--- src/rtl/arbiter_rr_n.sv ---
// arbiter_rr_n: N-way round-robin arbiter with packet locking and a
// registered output stage.
// Optional feature macro: ARB_GRANT_STATS_EN adds per-input saturating
// packet counters on grant_count.
module arbiter_rr_n #(
  parameter int  N_IN   = 4,
  parameter int  DWIDTH = 16,
  parameter int  CNT_W  = 16,
  localparam int SRC_W  = $clog2(N_IN)
) (
  input  logic                   clk,
  input  logic                   reset_n,
  input  logic [N_IN-1:0]        in_valid,
  input  logic [N_IN*DWIDTH-1:0] in_data,
  input  logic [N_IN-1:0]        in_last,
  output logic [N_IN-1:0]        in_ready,
  output logic                   out_valid,
  output logic [DWIDTH-1:0]      out_data,
  output logic                   out_last,
  output logic [SRC_W-1:0]       out_src,
  input  logic                   out_ready
`ifdef ARB_GRANT_STATS_EN
  ,
  output logic [N_IN*CNT_W-1:0]  grant_count
`endif
);

  // Reject illegal configurations at elaboration time.
  if (N_IN < 2 || N_IN > 16 || CNT_W < 1) begin : g_bad_param
    $error("arbiter_rr_n: N_IN must be 2..16 and CNT_W >= 1");
  end

  typedef enum logic {UNLOCKED, LOCKED} lock_e;

  lock_e                          state_q, state_d;
  logic [SRC_W-1:0]               lock_idx, lock_idx_d;
  logic [SRC_W-1:0]               last_grant, last_grant_d;
  logic [SRC_W-1:0]               rr_idx, sel;
  logic                           sel_ok, can_load, acc, sel_last;
  logic [N_IN-1:0][DWIDTH-1:0]    data_v;

  assign data_v = in_data;

  // First valid index scanning cyclically from lg+1. Walking k downward
  // lets the smallest distance win without a break.
  function automatic logic [SRC_W-1:0] rr_pick(input logic [N_IN-1:0]  v,
                                               input logic [SRC_W-1:0] lg);
    logic [SRC_W-1:0] idx;
    int c;
    idx = '0;
    for (int k = N_IN; k >= 1; k--) begin
      c = (int'(lg) + k) % N_IN;
      if (v[SRC_W'(c)]) idx = SRC_W'(c);
    end
    return idx;
  endfunction

  assign rr_idx   = rr_pick(in_valid, last_grant);
  assign sel      = (state_q == LOCKED) ? lock_idx : rr_idx;
  // A locked input owns the channel even while it is not valid.
  assign sel_ok   = (state_q == LOCKED) || (|in_valid);
  assign can_load = !out_valid || out_ready;
  assign acc      = sel_ok && can_load && in_valid[sel];
  assign sel_last = in_last[sel];

  // One-hot ready towards the selected input only.
  always_comb begin
    in_ready = '0;
    if (sel_ok) in_ready[sel] = can_load;
  end

  // Lock FSM next state: lock on a non-last beat, release on a last beat.
  always_comb begin
    state_d      = state_q;
    lock_idx_d   = lock_idx;
    last_grant_d = last_grant;
    if (acc) begin
      if (sel_last) begin
        state_d      = UNLOCKED;
        last_grant_d = sel;
      end else begin
        state_d    = LOCKED;
        lock_idx_d = sel;
      end
    end
  end

  // Lock FSM state; last_grant starts at N_IN-1 so input 0 goes first.
  always_ff @(posedge clk or negedge reset_n) begin
    if (!reset_n) begin
      state_q    <= UNLOCKED;
      lock_idx   <= '0;
      last_grant <= SRC_W'(N_IN - 1);
    end else begin
      state_q    <= state_d;
      lock_idx   <= lock_idx_d;
      last_grant <= last_grant_d;
    end
  end

  // Output stage: load on accept, otherwise drain when downstream takes it.
  always_ff @(posedge clk or negedge reset_n) begin
    if (!reset_n) begin
      out_valid <= 1'b0;
      out_data  <= '0;
      out_last  <= 1'b0;
      out_src   <= '0;
    end else if (acc) begin
      out_valid <= 1'b1;
      out_data  <= data_v[sel];
      out_last  <= sel_last;
      out_src   <= sel;
    end else if (out_ready) begin
      out_valid <= 1'b0;
    end
  end

`ifdef ARB_GRANT_STATS_EN
  for (genvar i = 0; i < N_IN; i++) begin : g_cnt
    logic [CNT_W-1:0] cnt;
    // Count completed packets per input, saturating at all-ones.
    always_ff @(posedge clk or negedge reset_n) begin
      if (!reset_n)
        cnt <= '0;
      else if (acc && sel_last && (sel == SRC_W'(i)) && !(&cnt))
        cnt <= cnt + 1'b1;
    end
    assign grant_count[i*CNT_W +: CNT_W] = cnt;
  end
`endif

endmodule

--- config.mk ---
export PLATFORM = sky130hd
export DESIGN_NAME = arbiter_rr_n
export DESIGN_NICKNAME = d
export VERILOG_FILES = /design/src/rtl/arbiter_rr_n.sv
export SDC_FILE = /design/constraint.sdc
export NUM_CORES = 1
export LEC_CHECK = 0
export BUFFER_PORTS_ARGS = -buffer_cell sky130_fd_sc_hd__buf_4
export CAP_MARGIN = 10
export CELL_PAD_IN_SITES_DETAIL_PLACEMENT = 0
export CELL_PAD_IN_SITES_GLOBAL_PLACEMENT = 2
export CORE_UTILIZATION = 25
export CTS_CLUSTER_DIAMETER = 200
export DETAILED_ROUTE_END_ITERATION = 16
export HOLD_SLACK_MARGIN = 0.12
export PLACE_DENSITY_LB_ADDON = 0.1
export SLEW_MARGIN = 20
export SYNTH_ARGS = -nofsm -noshare
export SYNTH_HDL_FRONTEND = slang
export SYNTH_SLANG_ARGS = --single-unit
--- constraint.sdc ---
create_clock -name clk -period 2.81 [get_ports clk]
set_input_delay 0.281 -clock clk [delete_from_list [all_inputs] [get_ports clk]]
set_output_delay 0.281 -clock clk [all_outputs]
set_load 0.05 [all_outputs]
Word level (Yosys, flattened, before mapping) --
Cells that the tools add are included.
Word-level totals: register bits after elaboration 25, input port bits 75, word-level logic and storage cells 58
Cells by class: $add $sub $neg 4, magnitude comparators 6, muxes and demuxes 29, bitwise logic cells 2, reduce and logical (&&, ||, !) cells 10
Operator list (number):
- binary-select mux 16 bit (select 2 bit) | 1
- less-than comparator 2 x 4 -> 1 bit, second input constant | 4
- 2-to-1 mux 16 bit | 1
- 2-to-1 mux 1 bit | 14
- binary-select mux 1 bit (select 2 bit) | 6
- 2-to-1 mux 2 bit | 5
- adder 2 x 1 -> 2 bit, second input constant | 2
- adder 2 bit, second input constant | 2
- AND 4 bit | 1
- 2-to-1 mux 4 bit | 1
- AND reduction 2 bit | 2
- OR reduction 4 bit | 1
- logical AND 1 bit | 3
- less-than comparator 2 x 3 -> 1 bit, second input constant | 1
- demux 1 bit (select 2 bit) | 1
- >= comparator 2 x 1 -> 1 bit, second input constant | 1
- logical OR 1 bit | 2
- nonzero test 2 bit | 1
- logical NOT 1 bit | 1
- inverter 1 bit | 1

Depth between registers and ports, before layout --
word-level depth 15, mapped depth 11, mapped depth without buffers 7

Worst setup path after synthesis --
No wires, ideal clock.
path type register to output, from register last_grant[1], to output port in_ready[0], arrival 2.592 ns, required time 2.529 ns, slack -0.063 ns, cell stages (with the launch flop) 7, cell sequence dfstp_2 -> buf_6 -> mux2i_1 -> o221ai_1 -> o22ai_2 -> clkbuf_1 -> nor3b_1
On the way: cells in the longest elaborated chain, start to end 15
Ends and longest elaborated chain:
- start: declaration | line 37 | logic [SRC_W-1:0] last_grant, last_grant_d;
- start signal: assignment | line 93 | last_grant <= SRC_W'(N_IN - 1);
- start signal: assignment | line 97 | last_grant <= last_grant_d;
- adder 2 x 1 -> 2 bit | line 52 | c = (int'(lg) + k) % N_IN;
- binary-select mux 1 bit (select 2 bit) | line 53 | if (v[SRC_W'(c)]) idx = SRC_W'(c);
- 2-to-1 mux 1 bit (not written as such) (2 in a row) | line 53
- 2-to-1 mux 2 bit (3 in a row) | line 53
- 2-to-1 mux 2 bit (*) | line 53
- 2-to-1 mux 2 bit (*) | line 59 | assign sel = (state_q == LOCKED) ? lock_idx : rr_idx;
- less-than comparator 2 x 3 -> 1 bit (not written as such) / >= comparator 2 x 1 -> 1 bit (equally long branches) | line 69 | if (sel_ok) in_ready[sel] = can_load;
- logical AND 1 bit (not written as such) | line 69
- 2-to-1 mux 1 bit (not written as such) | line 69
- demux 1 bit (select 2 bit) (*) | line 69
- AND 4 bit (no source line) (*)
- 2-to-1 mux 4 bit (*) | line 69
- end: declaration | line 16 | output logic [N_IN-1:0] in_ready,
Mark *: on every way between the ends. The rest lies on a longest branch, timed or not. The select of a mux whose other input is x is not followed.

Worst setup path after layout --
from register last_grant[1], to output port in_ready[2]
Same word-level chain as after synthesis.

==> key figures <==
Synthesis
  • Share of synthesized area occupied by flip-flops and latches: between 30% and 40%
  • Largest family of logic cells by synthesized area: multiplexers
  • Synth Warn #: 0
  • Yosys reg bits: 25
  • Syn Inst Count: approximately 190
  • XOR/XNOR Fraction of Synth Area: 0%
  • EDFF count, synth: 0
  • Count of different cell masters after synthesis: 38
  • Simple-Gate Fraction of Synth Area: 17.39%
  • Top cells by area, synth: dfrtp_1 31%, mux2i_1 12%, mux2_2 10%
  • Top-area cell type share of the netlist area: 30.89%
  • Post-Syn Area: approximately 1900 sq um
  • Compound-gate portion of the synthesized area: 19.95%
  • Async set-or-reset flop fraction in the synthesized netlist: 100.0%
  • Synth Area in Adders: 0%
  • Syn nets: roughly 270
  • Synth Area per Inst: ~9.7 sq um
  • Synth Flop Type: dfrtp_1
  • Cell taking the most area after synthesis: dfrtp_1
  • Multiplexer share of the synthesized area: 22.63%

Global routing
  • Pin count of the biggest net entering global routing: 33
  • Global Route Usage Sum: ~14%
  • GRT overflow: 0
  • First-pass GRT wire length: between 8000 and 9000 microns
  • Vias in the first global route: 1,622
  • Initial antenna violation count: 0

Floorplanning
  • Cell row count: 31
  • Die ar.: ~7800 sq um
  • Io pins: just under 100
  • Chip Height: 88.33 microns
  • Initial core utilization: about a quarter
  • Die Wd: slightly below 90 microns
  • Core Region: 7214 sq um

Timing
  • Fin. max-slew vios: 0
  • Slew Limit Headroom: around three fifths
  • Final Setup Violations: 0
  • Setup_tns: 0 ps
  • Tcrit/Tclk final: roughly 94%
  • Worst-margin pin slew: 592.5 ps
  • RSZ-0062 raised after global routing: false
  • Fin crit period: 2642 ps
  • FMAX: between 300 and 400 MHz
  • Worst Skew: 10.13 ps
  • Final hold vios: 0

Cells and area
  • Area occupied by multi-input gates: about 1100 sq um
  • Reg area: approximately 630 sq um
  • Post-route cell area: about 2800 sq um
  • Ant. Diodes: 0
  • Area Growth Syn to Fin: 47.62%
  • Nets: approximately 360
  • Fillers: between 700 and 800
  • Share of layout cells above drive strength 1: about 58%

Worst setup path
  • Arrival @ worst endpoint: 2360 ps
  • Crit path max fanout: 25
  • Buf+Inv Stages, Crit Path: 2
  • Critical-path cell list: nor3b_1 -> nor3_1 -> a21boi_4 -> buf_12 -> or2_2 -> nor2b_1 -> buf_4
  • Worst-path cell with the longest stage delay: dfstp_2
  • Family with the most delay on the worst path: simple AND/OR/NAND/NOR gates
  • R2R depth: 8
  • Critical Path RT: between 2000 and 3000 ps
  • Slack of the worst reg-to-reg path: between 400 and 500 ps
  • WP depth: 7
  • R2r startpoint: last_grant[1]$_DFFE_PN1P_
  • FF-to-FF End: lock_idx[1]$_DFFE_PN0P_
  • Critical path class: register to output port
  • Startpoint types: register
  • Kind of end point of the critical path: output port
  • Worst path max stage delay: roughly 620 ps

CTS
  • Clock transition at the registers of the reported paths: ~100 ps
  • Cts bufs inserted: 3
  • H-tree depth: 1
  • Total clock sinks: 25
  • Clock Latency Late Sink: between 200 and 300 ps
  • Post-CTS sizing: 0
  • Clock root cell: clkbuf_8
  • TritonCTS clock tree: built
  • Clk buf depth: 2

Hold path
  • Worst hold-check path type: input pin to register
  • Min-Delay Path Depth: 3
  • Min-delay src: out_ready
  • Hold path endpoint: out_valid$_DFFE_PN0P_

Placement
  • Gpl congestion: roughly 0.74
  • Placed Area: around 2700 sq um
  • I/O Buffers: between 90 and 100
  • Post-DP HPWL: 4122 microns

Power
  • Leakage: 1.320 nW
  • Maximum VDD drop: 0.5582 mV
  • PwrDens: ~1400 nW/um^2

Outcome
  • Status: finished clean

Route
  • Vias: roughly 1,700
  • WL/cell: 13.73 microns
  • Vias per cell: 4.451
  • Post-route ant nets: 0
  • Drt initial violations: 42
  • Post-Route WL: roughly 5300 microns
  • Residual DRC count: 0
  • Pre-antenna DRT Iters: 4

Flow run
  • Max-cap violations: 0
-- cell usage after synthesis, drive strengths merged, types with 3 or more instances --
cell type  count
mux2i         23
nand2         40
nor3           4
clkbuf         3
o21ai         34
buf           10
mux2          17
dfrtp         23
nor2b          3
nor2           7
-- per-layer routing --
| metal | vias up | global-route usage (%) | wire length, microns |
|---|---|---|---|
| li1 | 875 | - | - |
| met1 | 776 | 17.35 | 2333 |
| met2 | 59 | 23.22 | 2554 |
| met3 | 8 | 2.705 | 336 |
| met4 | 0 | 3.959 | 75 |
| met5 | - | 0 | 0 |
-- worst register-to-register path: stages (launching register included) --
cell       delay [ps]
dfstp_2           620
nor3b_1            70
nor3_1            420
a21boi_4          140
buf_4             210
mux2i_1           150
mux2i_1           390
nor2_1            100
a2bb2oi_1         140
-- worst max-delay path by stage --
stage | from | endpoint | slack (ps)
floorplan | last_grant[1]$_DFFE_PN1P_ | in_ready[2] | 190
global placement | last_grant[1]$_DFFE_PN1P_ | lock_idx[1]$_DFFE_PN0P_ | 490
detailed placement | last_grant[1]$_DFFE_PN1P_ | lock_idx[1]$_DFFE_PN0P_ | 460
CTS | last_grant[1]$_DFFE_PN1P_ | in_ready[2] | 160
global route | last_grant[1]$_DFFE_PN1P_ | in_ready[2] | 20
finish | last_grant[1]$_DFFE_PN1P_ | in_ready[2] | 170
-- power breakdown --
| part | internal (mW) | switching [mW] | leakage (nW) |
|---|---|---|---|
| logic | 1.13 | 1.76 | 1.00 |
| clock network | 0.101 | 0.125 | 0.0217 |
| registers | 0.571 | 0.141 | 0.297 |
-- layout make-up --
type,instances,area share (%)
Tap cell,99,4.504
Clock inverter,1,0.2730
Multi-Input combinational cell,152,41.22
Sequential cell,25,22.84
Inverter,2,0.2730
Timing Repair Buffer,104,29.39
Clock buffer,3,1.501
-- stage by stage --
step	cells	worst slack [ps]	power [mW]	hold WS (ps)	util, %
finish	386	167.9	3.831	331.7	38.12
floorplan	192	185.5	3.005	-14.59	-
CTS	386	156.6	3.902	337.9	38.12
global placement	381	492.3	3.654	219.4	37.30
global route	386	20.33	4.135	360.8	38.12
detailed placement	381	462.9	3.671	218.4	37.30
-- state kept, by name, indices dropped and copies added (netlist names) --
| register | flops |
|---|---|
| out_valid | 1 |
| state_q | 1 |
| last_grant | 2 |
| lock_idx | 2 |
| out_data | 16 |
| out_src | 2 |
| out_last | 1 |
-- cells by family (layout without fill, tap and decap cells) --
kind of cell / Yosys count / after routing
AO/OA/AOI/OAI: 50 / 50
buffers and inverters: 15 / 110
flip-flops: 25 / 25
multiplexers: 40 / 40
AND/OR/NAND/NOR: 62 / 62
-- placed cells by master, fill, tap and decap left out, types with 2 or more instances in the layout --
master / count
buf_4: 101
nand2_1: 24
mux2i_1: 23
dfrtp_1: 23
o21ai_0: 18
mux2_2: 17
nand2_2: 16
o21ai_2: 16
nor2_1: 6
nor2b_1: 3
nor3_1: 3
clkbuf_8: 3
inv_1: 2
o221ai_1: 2
o21bai_1: 2
nand2b_1: 2
a22o_1: 2
a21o_1: 2
dfstp_2: 2
buf_12: 2
-- timing repair --
action                    in CTS  in global routing
buffers inserted               0                  0
hold buffers                   1                  0
hold endpoints to repair      23                  0
Note: power is estimated with default switching activity, not from simulation.
